### src/rtl/muldiv_pkg.sv
`default_nettype none
// ============================================================================
// Module      : muldiv_pkg
// Description : Shared definitions for the RV32M multiply/divide sequencer:
//               operation encodings (RV32M funct3), FSM state encoding,
//               datapath width, special result constants and small helpers
//               for sign detection and magnitude extraction.
// Revision    : 1.0 - initial release
// ============================================================================
package muldiv_pkg;

  localparam int XLEN = 32;

  localparam logic [XLEN-1:0] DIV_ZERO_Q = 32'hFFFF_FFFF;
  localparam logic [XLEN-1:0] SIGNED_MIN = 32'h8000_0000;

  // RV32M funct3 encodings
  typedef enum logic [2:0] {
    OP_MUL    = 3'b000,
    OP_MULH   = 3'b001,
    OP_MULHSU = 3'b010,
    OP_MULHU  = 3'b011,
    OP_DIV    = 3'b100,
    OP_DIVU   = 3'b101,
    OP_REM    = 3'b110,
    OP_REMU   = 3'b111
  } op_e;

  typedef enum logic [1:0] {
    ST_IDLE = 2'd0,
    ST_CALC = 2'd1,
    ST_FIX  = 2'd2,
    ST_DONE = 2'd3
  } state_e;

  // Two's-complement sign bit test
  function automatic logic is_neg(input logic [XLEN-1:0] v);
    return (v & SIGNED_MIN) != '0;
  endfunction

  // Magnitude of v when it is to be treated as a negative signed value
  function automatic logic [XLEN-1:0] mag(input logic [XLEN-1:0] v, input logic neg);
    return neg ? (~v + XLEN'(1)) : v;
  endfunction

endpackage
`default_nettype wire

### src/rtl/muldiv_if.sv
`default_nettype none
// ============================================================================
// Module      : muldiv_if
// Description : EX-stage handshake bundle between the pipeline and the
//               multiply/divide sequencer.
//               master (pipeline) drives : start, op, a, b, flush
//               slave  (sequencer) drives: busy, stall, done, result
// Revision    : 1.0 - initial release
// ============================================================================
interface muldiv_if;
  import muldiv_pkg::*;

  logic            start;
  logic [2:0]      op;
  logic [XLEN-1:0] a;
  logic [XLEN-1:0] b;
  logic            flush;
  logic            busy;
  logic            stall;
  logic            done;
  logic [XLEN-1:0] result;

  modport master (
    output start, op, a, b, flush,
    input  busy, stall, done, result
  );

  modport slave (
    input  start, op, a, b, flush,
    output busy, stall, done, result
  );

endinterface
`default_nettype wire

### src/rtl/muldiv_dp.sv
`default_nettype none
// ============================================================================
// Module      : muldiv_dp
// Description : Shared multiply/divide datapath. Holds the 64-bit
//               product/remainder:quotient register, the 32-bit
//               multiplicand/divisor register and one 33-bit add/sub that
//               serves the shift-add multiply step, the restoring-divide
//               trial subtract and the final two's-complement negate.
// Ports       : clk, rst_n   - clock, async active-low reset
//               i_load       - capture op and operand magnitudes
//               i_step       - perform one iteration
//               i_fix        - route the adder to the sign-correction negate
//               i_op/i_a/i_b - operation and raw operands (used on i_load)
//               o_fix_val    - final, sign-corrected result (valid in FIX)
// Revision    : 1.0 - initial release
// ============================================================================
module muldiv_dp
  import muldiv_pkg::*;
(
  input  logic            clk,
  input  logic            rst_n,
  input  logic            i_load,
  input  logic            i_step,
  input  logic            i_fix,
  input  logic [2:0]      i_op,
  input  logic [XLEN-1:0] i_a,
  input  logic [XLEN-1:0] i_b,
  output logic [XLEN-1:0] o_fix_val
);

  logic [2*XLEN-1:0] prod_q, prod_d;
  logic [XLEN-1:0]   mcand_q, mcand_d;
  logic [2:0]        op_q, op_d;
  logic              res_neg_q, res_neg_d;
  logic              dz_q, dz_d;

  logic              w_a_sgn, w_b_sgn, w_a_neg, w_b_neg;
  logic              w_is_div, w_sel_hi, w_fix_cin, w_dz_sel;
  logic [XLEN-1:0]   w_sel;
  logic [XLEN:0]     w_opa, w_opb;
  logic              w_cin;
  logic [XLEN+1:0]   w_sum;

  // Operand signedness of the incoming op
  always_comb begin
    w_a_sgn = (i_op == OP_MULH) || (i_op == OP_MULHSU) ||
              (i_op == OP_DIV)  || (i_op == OP_REM);
    w_b_sgn = (i_op == OP_MULH) || (i_op == OP_DIV) || (i_op == OP_REM);
    w_a_neg = w_a_sgn & is_neg(i_a);
    w_b_neg = w_b_sgn & is_neg(i_b);
  end

  // Result selection for the latched op
  always_comb begin
    w_is_div = op_q[2];
    // MUL and DIV/DIVU take the low word; MULH* and REM* the high word
    w_sel_hi = op_q[2] ? op_q[1] : (op_q[1:0] != 2'b00);
    w_sel    = w_sel_hi ? prod_q[2*XLEN-1:XLEN] : prod_q[XLEN-1:0];
    // Negating only the high word of a 64-bit product: the +1 carries into
    // the high word only when the low word is all zeros.
    w_fix_cin = w_is_div ? 1'b1 : ~|prod_q[XLEN-1:0];
    w_dz_sel  = op_q[2] & ~op_q[1] & dz_q;
  end

  // The single shared adder
  always_comb begin
    w_opa = '0;
    w_opb = '0;
    w_cin = 1'b0;
    if (i_fix) begin
      w_opa = '0;
      w_opb = ~{1'b0, w_sel};
      w_cin = w_fix_cin;
    end else if (w_is_div) begin
      // Shifted partial remainder (33 bits) minus divisor
      w_opa = prod_q[2*XLEN-1:XLEN-1];
      w_opb = ~{1'b0, mcand_q};
      w_cin = 1'b1;
    end else begin
      w_opa = {1'b0, prod_q[2*XLEN-1:XLEN]};
      w_opb = {1'b0, mcand_q};
      w_cin = 1'b0;
    end
    w_sum = {1'b0, w_opa} + {1'b0, w_opb} + {{(XLEN+1){1'b0}}, w_cin};
  end

  // Register next-state
  always_comb begin
    prod_d    = prod_q;
    mcand_d   = mcand_q;
    op_d      = op_q;
    res_neg_d = res_neg_q;
    dz_d      = dz_q;
    if (i_load) begin
      op_d      = i_op;
      prod_d    = {{XLEN{1'b0}}, mag(i_a, w_a_neg)};
      mcand_d   = mag(i_b, w_b_neg);
      // REM* sign follows the dividend; DIV/MULH follow a^b; MULHSU follows a
      res_neg_d = (i_op[2] & i_op[1]) ? w_a_neg : (w_a_neg ^ w_b_neg);
      dz_d      = (i_b == '0);
    end else if (i_step) begin
      if (w_is_div) begin
        // Carry out set means no borrow: keep difference, quotient bit = 1
        if (w_sum[XLEN+1]) begin
          prod_d = {w_sum[XLEN-1:0], prod_q[XLEN-2:0], 1'b1};
        end else begin
          prod_d = {prod_q[2*XLEN-2:0], 1'b0};
        end
      end else begin
        if (prod_q[0]) begin
          prod_d = {w_sum[XLEN:0], prod_q[XLEN-1:1]};
        end else begin
          prod_d = {1'b0, prod_q[2*XLEN-1:1]};
        end
      end
    end
  end

  always_ff @(posedge clk or negedge rst_n) begin
    if (!rst_n) begin
      prod_q    <= '0;
      mcand_q   <= '0;
      op_q      <= '0;
      res_neg_q <= 1'b0;
      dz_q      <= 1'b0;
    end else begin
      prod_q    <= prod_d;
      mcand_q   <= mcand_d;
      op_q      <= op_d;
      res_neg_q <= res_neg_d;
      dz_q      <= dz_d;
    end
  end

  // Divide-by-zero quotient is forced; the remainder already equals a
  always_comb begin
    if (w_dz_sel) begin
      o_fix_val = DIV_ZERO_Q;
    end else if (res_neg_q) begin
      o_fix_val = w_sum[XLEN-1:0];
    end else begin
      o_fix_val = w_sel;
    end
  end

endmodule
`default_nettype wire

### src/rtl/muldiv_seq.sv
`default_nettype none
// ============================================================================
// Module      : muldiv_seq
// Description : Iterative RV32M multiply/divide sequencer (EX stage).
//               IDLE -> CALC (32 steps) -> FIX -> DONE; one op at a time.
//               Optional macro MULDIV_EARLY_OUT_EN: zero-operand multiplies
//               and divides by zero bypass CALC/FIX and finish next cycle.
// Ports       : clk    - clock, rising edge
//               rst_n  - asynchronous active-low reset
//               bus    - muldiv_if.slave: start/op/a/b/flush in,
//                        busy/stall/done/result out
// Revision    : 1.0 - initial release
// ============================================================================
module muldiv_seq
  import muldiv_pkg::*;
#(
  parameter int XLEN  = 32,
  parameter int CNT_W = 6
)(
  input  logic     clk,
  input  logic     rst_n,
  muldiv_if.slave  bus
);

  if (XLEN != 32) begin : g_xlen_check
    $error("muldiv_seq: only XLEN=32 is supported");
  end

  state_e            state_q, state_d;
  logic [CNT_W-1:0]  cnt_q, cnt_d;
  logic [XLEN-1:0]   result_q, result_d;

  logic              w_accept;
  logic              w_load, w_step, w_fix;
  logic [XLEN-1:0]   w_fix_val;
  logic              w_early;
  logic [XLEN-1:0]   w_early_val;

  assign w_accept = bus.start & ~bus.flush;

`ifdef MULDIV_EARLY_OUT_EN
  assign w_early     = bus.op[2] ? (bus.b == '0) : ((bus.a == '0) | (bus.b == '0));
  assign w_early_val = bus.op[2] ? (bus.op[1] ? bus.a : DIV_ZERO_Q) : '0;
`else
  assign w_early     = 1'b0;
  assign w_early_val = '0;
`endif

  always_comb begin
    state_d  = state_q;
    cnt_d    = cnt_q;
    result_d = result_q;
    w_load   = 1'b0;
    w_step   = 1'b0;
    w_fix    = (state_q == ST_FIX);
    unique case (state_q)
      ST_IDLE: begin
        if (w_accept) begin
          cnt_d = '0;
          if (w_early) begin
            result_d = w_early_val;
            state_d  = ST_DONE;
          end else begin
            w_load  = 1'b1;
            state_d = ST_CALC;
          end
        end
      end
      ST_CALC: begin
        if (bus.flush) begin
          state_d = ST_IDLE;
        end else begin
          w_step = 1'b1;
          cnt_d  = cnt_q + CNT_W'(1);
          if (cnt_q == CNT_W'(XLEN - 1)) begin
            state_d = ST_FIX;
          end
        end
      end
      ST_FIX: begin
        if (bus.flush) begin
          state_d = ST_IDLE;
        end else begin
          result_d = w_fix_val;
          state_d  = ST_DONE;
        end
      end
      ST_DONE: begin
        // done completes even under flush; a start here is not taken
        state_d = ST_IDLE;
      end
      default: state_d = ST_IDLE;
    endcase
  end

  always_ff @(posedge clk or negedge rst_n) begin
    if (!rst_n) begin
      state_q  <= ST_IDLE;
      cnt_q    <= '0;
      result_q <= '0;
    end else begin
      state_q  <= state_d;
      cnt_q    <= cnt_d;
      result_q <= result_d;
    end
  end

  muldiv_dp u_dp (
    .clk       (clk),
    .rst_n     (rst_n),
    .i_load    (w_load),
    .i_step    (w_step),
    .i_fix     (w_fix),
    .i_op      (bus.op),
    .i_a       (bus.a),
    .i_b       (bus.b),
    .o_fix_val (w_fix_val)
  );

  assign bus.busy   = (state_q == ST_CALC) || (state_q == ST_FIX);
  assign bus.stall  = ((state_q == ST_IDLE) & w_accept) | bus.busy;
  assign bus.done   = (state_q == ST_DONE);
  assign bus.result = result_q;

endmodule
`default_nettype wire

### src/flat_wrapper.sv
// flat-port wrapper written by rule: the top's interface ports become plain ports
module muldiv_seq_flat import muldiv_pkg::*;
#(
  parameter int XLEN  = 32,
  parameter int CNT_W = 6
)
  (clk, rst_n, bus_start, bus_op, bus_a, bus_b, bus_flush, bus_busy, bus_stall, bus_done, bus_result);
  muldiv_if bus_i ();
  input  logic clk;
  input  logic rst_n;
  input wire logic [$bits(bus_i.start)-1:0] bus_start;
  input wire logic [$bits(bus_i.op)-1:0] bus_op;
  input wire logic [$bits(bus_i.a)-1:0] bus_a;
  input wire logic [$bits(bus_i.b)-1:0] bus_b;
  input wire logic [$bits(bus_i.flush)-1:0] bus_flush;
  output wire logic [$bits(bus_i.busy)-1:0] bus_busy;
  output wire logic [$bits(bus_i.stall)-1:0] bus_stall;
  output wire logic [$bits(bus_i.done)-1:0] bus_done;
  output wire logic [$bits(bus_i.result)-1:0] bus_result;
  assign bus_i.start = bus_start;
  assign bus_i.op = bus_op;
  assign bus_i.a = bus_a;
  assign bus_i.b = bus_b;
  assign bus_i.flush = bus_flush;
  assign bus_busy = bus_i.busy;
  assign bus_stall = bus_i.stall;
  assign bus_done = bus_i.done;
  assign bus_result = bus_i.result;
  muldiv_seq #(.XLEN(XLEN), .CNT_W(CNT_W)) u_core (.clk(clk), .rst_n(rst_n), .bus(bus_i));
endmodule
### config.mk
export PLATFORM = sky130hd
export DESIGN_NAME = muldiv_seq_flat
export DESIGN_NICKNAME = d
export VERILOG_FILES = /design/src/rtl/muldiv_pkg.sv /design/src/rtl/muldiv_if.sv /design/src/rtl/muldiv_dp.sv /design/src/rtl/muldiv_seq.sv /design/src/flat_wrapper.sv
export SDC_FILE = /design/constraint.sdc
export NUM_CORES = 1
export LEC_CHECK = 0
export CAP_MARGIN = 10
export CORE_ASPECT_RATIO = 0.75
export CORE_MARGIN = 2
export CORE_UTILIZATION = 40
export CTS_BUF_LIST = sky130_fd_sc_hd__clkbuf_4 sky130_fd_sc_hd__clkbuf_8
export CTS_CLUSTER_DIAMETER = 100
export CTS_CLUSTER_SIZE = 28
export DETAILED_ROUTE_END_ITERATION = 7
export DONT_BUFFER_PORTS = 1
export PLACE_DENSITY = 0.53
export SLEW_MARGIN = 20
export SYNTH_ARGS = -nofsm -noshare
export SYNTH_HDL_FRONTEND = slang
export SYNTH_SLANG_ARGS = --single-unit
### constraint.sdc
create_clock -name clk -period 3.87 [get_ports clk]
set_clock_uncertainty 0.1 [all_clocks]
set_input_delay 0.774 -clock clk [delete_from_list [all_inputs] [get_ports clk]]
set_output_delay 0.774 -clock clk [all_outputs]
set_load 0.1 [all_outputs]
==> summary by stage, run 1 <==
Setup path
The launching element type of the critical path is a flop. The critical path goes through buf_4 -> buf_12 -> buf_4 -> xnor2_1 -> o21ai_0 -> ha_1 -> nand4_1 -> o211ai_1 -> o21bai_2 -> a211o_1 -> a21oi_2 -> or2_4 -> buf_6 -> buf_6 -> a211oi_2 -> o31ai_2. The endpoint required time on the critical path is 4140 ps.

In this run the worst path has a maximum fanout of 10. STA puts the critical path data arrival time at 4390 ps. The sort of element at the end of the critical path is a flop. The slowest stage of the critical path is the sky130_fd_sc_hd__dfrtp_4 cell. The maximum cell stage delay along the critical path is between 400 and 500 ps. The start-to-end type of the worst setup path is reg -> reg.

Synthesis
The flip-flop cell with the highest count after synthesis is sky130_fd_sc_hd__dfrtp_1. The synthesized netlist net count is 1,585. Synthesis produced a netlist whose cell count is 1,473. Ranked by instance count, the synthesized netlist is headed by 169 x sky130_fd_sc_hd__nand2_1, 148 x sky130_fd_sc_hd__nor2_1, 142 x sky130_fd_sc_hd__o21ai_0, 141 x sky130_fd_sc_hd__dfrtp_1, 124 x sky130_fd_sc_hd__mux2i_1. Summed over its instances, the top area cell type makes up 29.8% of the synthesized netlist area. The sequential element share of the synthesized area is 29.8%. The average cell area after synthesis is around 8.0 um^2. After synthesis, the netlist uses 74 different library cells. Yosys instantiated no cell more often than sky130_fd_sc_hd__nand2_1. The async set-or-reset flop fraction in the synthesized netlist is 100%. The yosys synthesis warning count is 0.

Ranked by total cell area, the synthesized netlist is headed by sky130_fd_sc_hd__dfrtp_1 30%, sky130_fd_sc_hd__mux2i_1 10%, sky130_fd_sc_hd__o21ai_0 6.0%, sky130_fd_sc_hd__xnor2_1 5.5%, sky130_fd_sc_hd__nand2_1 5.4%. The mapped netlist covers 0.0119 mm^2. Synthesis inferred 141 register bits. The biggest area contributor in the post-synthesis netlist is sky130_fd_sc_hd__dfrtp_1. The number of synthesized flops with an enable pin is 0.

Detailed routing
After detailed routing, the average wire length per cell comes to 20.2 um. In the routed layout, each cell is associated on average with a via count of 5.69. The overall routed net length is 41,600 um. The first detailed-routing pass ran for 5 iterations.

For this block, the initial DRC count from the detailed router was 982. The residual antenna-violating net count after detailed routing is 0. The routed layout has 11,700 vias. The residual DRC count is 0.

Clock network
The longest clock path from root to sink contains 2 buffers. The TritonCTS clock tree is built. Clock-pin slew was measured on the worst setup and hold paths at 100 ps. For this design, the sink count on the clock tree is 141. The number of clock buffers added by TritonCTS is 17. The root buffer cell is sky130_fd_sc_hd__clkbuf_8. The clock latency on the worst-skew pair is 500 ps. In this run the number of H-tree levels came out at 4.

Status
The final reports fail on hold timing, setup timing. The flow ran to the end, but the final reports show violations.

Floorplan
Pin placement for this block handled 106 I/O pins. For this configuration, the core starts out at a cell density of about two fifths. The number of placement rows is 54. The die covers 0.0310 mm^2. The floorplan step defined a core boundary enclosing 0.0291 mm^2. The die is 203 um wide. From bottom edge to top edge, the die measures around 150 um.

Place
The HPWL reported at the end of detailed placement is 30,100 um. The number of input and output port buffers inserted is 0. The placement-stage cell area is 0.0138 mm^2. The congestion estimate from routability-driven global placement came to about 0.91.

STA
At the pin with the least slew margin, the transition time is 999 ps. The max-slew violation count was 0. Static timing analysis puts the maximum clock frequency at around 240 MHz. Setup violations remaining at the end of the flow were counted as 34.

The least setup slack across all paths after layout is -248 ps. The hold violation total from the final report is 141. The worst max-slew margin expressed relative to the limit is 33.6%.

Of the available clock period, the critical path in the final layout requires 106%. The clock period minus worst slack is 4120 ps. The worst hold margin is -133 ps. Setup repair after global routing could not meet its margin everywhere.

Job
Max-cap violations in this run came to 0.

Cells and area
Cells fill 52.8% of the core in the end. The multi-input gate area in the final layout is 0.00856 mm^2. The area added between synthesis and finish is 29.6%. The layout has 2,793 filler cells.

After routing the design area is roughly 0.015 mm^2. Of the cells placed in the final design, the portion with a size suffix greater than 1 is approximately 27%. The area used by sequential logic in the layout is between 0.003 and 0.004 mm^2. The antenna diode instance count is 0. At the end of the flow, the number of nets in the layout was between 1,500 and 2,000.

Global route
The first global-routing pass estimated around 64,000 um of wire. The via count of the first global-routing pass is approximately 11,000. The pin count of the biggest net entering global routing is 142.

The initial antenna violation count came to 0. The remaining global-route overflow is 0. The global-route total usage across every layer is 26.6%.

Min path
The path class of the tightest hold or removal check is in -> async.
==> registers in the layout, summed over array words and instances (netlist names) <==
name / flops
u_core.bus.result: 32
u_core.cnt_q: 6
u_core.u_dp.mcand_q: 32
u_core.state_q: 2
u_core.u_dp.dz_q: 1
u_core.u_dp.res_neg_q: 1
u_core.u_dp.prod_q: 64
u_core.u_dp.op_q: 3
==> area by class of cell <==
class / count / share of cell area [%]
Multi-Input combinational cell: 1197 / 55.7
Sequential cell: 141 / 23.0
Timing Repair Buffer: 264 / 14.6
Tap cell: 392 / 3.19
Clock buffer: 17 / 1.52
Clock inverter: 15 / 1.26
Inverter: 29 / 0.709
==> worst paths after layout <==
| path | start | endpoint | slack, ps | cells after the start |
|---|---|---|---|---|
| max | u_core.u_dp.op_q[2] | u_core.u_dp.prod_q[60] | -250 | 16 |
| min | rst_n | u_core.u_dp.mcand_q[12] | -130 | 0 |
| max reg2reg | u_core.u_dp.op_q[2] | u_core.u_dp.prod_q[60] | -250 | 16 |
| min reg2reg | u_core.u_dp.dz_q | u_core.u_dp.dz_q | 400 | 2 |
| max in group asynchronous | rst_n | u_core.u_dp.op_q[2] | 3560 | 0 |
| min in group clk | bus_op[1] | u_core.u_dp.op_q[1] | 290 | 2 |
==> cells by family (layout without fill, tap and decap cells) <==
| kind of cell | count (synthesis) | count (layout) | share of synthesized area [%] |
|---|---|---|---|
| buffers and inverters | 135 | 325 | 4.61 |
| adder cells (fa/ha/maj) | 41 | 41 | 4.45 |
| AO/OA/AOI/OAI | 455 | 455 | 23.7 |
| multiplexers | 134 | 134 | 11.4 |
| XOR/XNOR | 123 | 123 | 9.09 |
| AND/OR/NAND/NOR | 444 | 444 | 17.0 |
| flip-flops | 141 | 141 | 29.8 |
==> cell usage in the layout (no fill, tap or decap), drive strengths merged, types with 10 or more instances in the layout <==
cell type    n
a21oi      121
buf        263
mux2i      124
xnor2       75
mux2        10
o21a        10
nor2       148
a21o        17
ha          39
nand3       17
o31ai       16
nor3b       10
clkbuf      18
o21ai      165
nand2      169
a211oi      23
xor2        48
nand4       10
o211ai      40
inv         31
nor3        19
dfrtp      141
nand2b      13
==> through the flow <==
step | instances | TNS, ps | worst slack, ps
after floorplan | 1473 | 0 | 12.3
after global placement | 1993 | -14680 | -512
after detailed placement | 1993 | -16910 | -582
after CTS | 2041 | -5910 | -214
after global routing | 2055 | -12800 | -396
final | 2055 | -4680 | -248
==> routing by layer <==
layer  up-vias  GRT usage [%]  wire, um
met2       353           40.5     18200
li1       5625              -         -
met4         0           8.41      1140
met1      5660           38.5     19800
met5         -              0         0
met3        59           4.24      2320
==> critical path: cells and delay by family (launching register included) <==
family / cells / cell delay [ps]
fa+ha+maj: 1 / 350
flops: 1 / 480
compound gates: 7 / 1680
simple gates: 2 / 350
buf+inv: 5 / 770
xor+xnor: 1 / 240
==> timing repair <==
item,in CTS,in global routing
setup buffers,14,17
endpoints found under the setup margin,54,60
endpoints found under the hold margin,141,141
resized for setup,77,95
gates cloned,2,1
pin swaps,53,69
Power of run 1 is not shown: default switching activity piles up to over one toggle a cycle in this logic, so the estimate is an artifact.
==> run 2, diff against run 1 <==
Settings changed: TNS_END_PERCENT from default to 10.
==> run 2 against run 1 <==
Effect of this change:
- critical path depth grew 2
- sequential share of layout area grew 1.2 points
- cell area shrank 4.8%
- wire length shrank 2.2%
- the run still ends with hold timing, setup timing left
- die area is the same
- non-clock buffer count shrank 36
- via count shrank 2.2%
- critical path type unchanged
- utilization shrank 2.5 points
- worst hold slack gained 17 ps
==> summary by stage, run 2 (synthesized netlist as in run 1, its figures left out) <==
Status
The flow ran to the end, but the final reports show violations. The final reports fail on hold timing, setup timing.

Detailed routing
The average detailed-routed wire length per instance is 20.1 um. The routed layout has 11,400 vias. In this run the remaining antenna-violating nets after routing total 0. The number of DRC markers in iteration 0 is ~700. For this run, the detailed router's first-pass iteration total came to 5. The residual DRC count is 0.

After detailed routing, the number of vias per cell comes to around 5.7. The routed design has 40,700 um of wire.

Cells and area
The flip-flop count of the largest register after layout is 64. Across the whole layout, storage elements account for 0.00354 mm^2. The repair_antennas step left the layout with diodes totalling 0.

The number of nets at the end of the flow is 1,726. The most common cell after layout, fill and taps aside is sky130_fd_sc_hd__buf_4. The number of filler instances in the final layout is 2,852. The post-route cell area is 0.0146 mm^2. The library cells used most frequently in the layout, excluding fill and tap cells, are 213 x sky130_fd_sc_hd__buf_4, 167 x sky130_fd_sc_hd__nand2_1, 146 x sky130_fd_sc_hd__nor2_1. The post-route netlist has 22.3% of its cells at a drive strength greater than 1. u_core.u_dp.prod_q holds more flip-flops than any other register.

The area added between synthesis and finish is 23.4%. The multi-input gate area in the final layout is between 0.008 and 0.009 mm^2.

Global route
The first global-routing pass estimated 63,400 um of wire. The remaining global-route overflow is 0. The met3 global-route usage is 4.61%. The layer carrying the most global-route usage is met2. The via count of the first global-routing pass is 11,200. In the global route stage, met2 resource usage came out at 40.3%. The initial antenna violation count is 0.

Entering global routing, the biggest net connects 142 pins. The global-route total usage across every layer is between 20% and 30%. Global routing used 36.6% of the available met1 tracks.

Clock network
CTS placed an instance of sky130_fd_sc_hd__clkbuf_8 at the clock tree root. The clock passes through at most 2 buffers. Clock tree synthesis inserted a total of 17 buffers. The H-tree was split into 4 levels.

The clock latency on the worst-skew pair is just under 500 ps. The tree built by TritonCTS fans out to roughly 140 sinks. The TritonCTS clock tree is built. The clock slew seen by the registers of the worst setup and hold paths is 90 ps.

STA
Timing would allow up to 245 MHz. The slew of the pin with the lowest slew margin is slightly below 1000 ps. Setup repair after global routing could not meet its margin everywhere. The hold violation total from the final report is about 140.

The max-slew violation count was 0. The clock period minus worst slack is 4080 ps. The total of endpoints with negative setup slack in the final report is 38. The sum of negative setup slack is -4520 ps. Of the available clock period, the critical path in the final layout requires 105%.

Across all setup checks in the final design, the least slack found is -212 ps. Across all hold checks on the routed design, the worst slack comes to -116 ps. The worst max-slew margin expressed relative to the limit is between 30% and 40%.

Floorplan
In this run the count of I/O pins placed on the die edge is between 100 and 150. Measured along the x axis, the die boundary spans 203 um. The total core area is 0.0291 mm^2. Row generation in the floorplan step produced 54 rows.

The die covers 0.0310 mm^2. For this configuration, the core starts out at a cell density of between 40% and 50%. The die outline height is roughly 150 um.

Setup path
The worst register-to-register path ends at u_core.u_dp.prod_q[61]. In this design, the stage delay of the slowest critical-path cell is 450 ps. The worst setup path is launched from a flop. The start-to-end type of the worst setup path is reg -> reg. Among all stages on the critical path, the largest delay is contributed by sky130_fd_sc_hd__or4_4.

Traced cell by cell, the critical path runs through inv_2 -> ha_4 -> nor4b_4 -> nand4_1 -> or4_4 -> o21ai_2 -> fa_2 -> a21o_1 -> nand4_1 -> a211oi_2 -> o21bai_2 -> a211o_1 -> a21oi_4 -> or2_4 -> buf_6 -> buf_12 -> mux2i_4 -> a211oi_2. The startpoint of the worst-slack reg-to-reg timing path is u_core.state_q[0]. The data arrival time of the critical path is 4340 ps.

The first element of the critical path is u_core.state_q[0]. The slack of the worst reg-to-reg path is -210 ps. The worst register-to-register path has a depth of 18.

The sort of element at the end of the critical path is a flop. The peak fanout along the critical path is 4. For the worst setup path, the data required time is between 4000 and 5000 ps.

Place
During placement, the flow inserted port buffers numbering 0. The weighted congestion reported at the end of routability-driven placement is 0.907. Detailed placement finished with a half-perimeter wire length of just over 30,000 um. Before CTS, the worst setup slack after placement is -650 ps. Summing all placed instances gives a cell area of approximately 0.014 mm^2.

Min path
The class of the most critical hold timing path is in -> async.

Job
Across the run, the number of max-cap violations was 0.
[run 2: cell type report]
cell class                      count  share of cell area [%]
Multi-Input combinational cell   1197                    56.5
Sequential cell                   141                    24.2
Timing Repair Buffer              228                    12.5
Tap cell                          392                    3.35
Clock buffer                       19                    1.74
Clock inverter                     12                   0.949
Inverter                           29                   0.744
[run 2: repair_timing]
item,in CTS,in global routing
resized for setup,47,48
hold endpoints to repair,141,141
setup buffers,7,4
setup endpoints to repair,55,57
gates cloned,0,0
pin swaps,36,28
[run 2: critical path: cells and delay by family (launching register included)]
family | cells | cell delay (ps)
mux | 1 | 220
compound gates | 7 | 1390
simple gates | 5 | 1130
fa+ha+maj | 2 | 420
flops | 1 | 390
buf+inv | 3 | 300
[run 2: routing by layer]
| metal | wire length, um | up-vias |
|---|---|---|
| li1 | - | 5548 |
| met1 | 19200 | 5535 |
| met2 | 18500 | 307 |
| met3 | 2000 | 55 |
| met4 | 990 | 0 |
| met5 | 0 | - |
[run 2: per-stage QoR]
step | instances | util, %
CTS | 2014 | 49.2
global route | 2018 | 50.2
detailed placement | 1976 | 46.9
global placement | 1976 | 46.9
floorplan | 1473 | -
finish | 2018 | 50.2
[run 2: worst max path at each step]
stage	endpoint	slack, ps	cells past startpoint
finish	u_core.u_dp.prod_q[61]	-210	18
global route	u_core.u_dp.prod_q[58]	-360	19
CTS	u_core.u_dp.prod_q[45]	-220	16
detailed placement	u_core.u_dp.prod_q[58]	-650	19
global placement	u_core.u_dp.prod_q[58]	-540	19
floorplan	u_core.u_dp.prod_q[59]	-20	19
Power of run 2 is left out for the same reason.
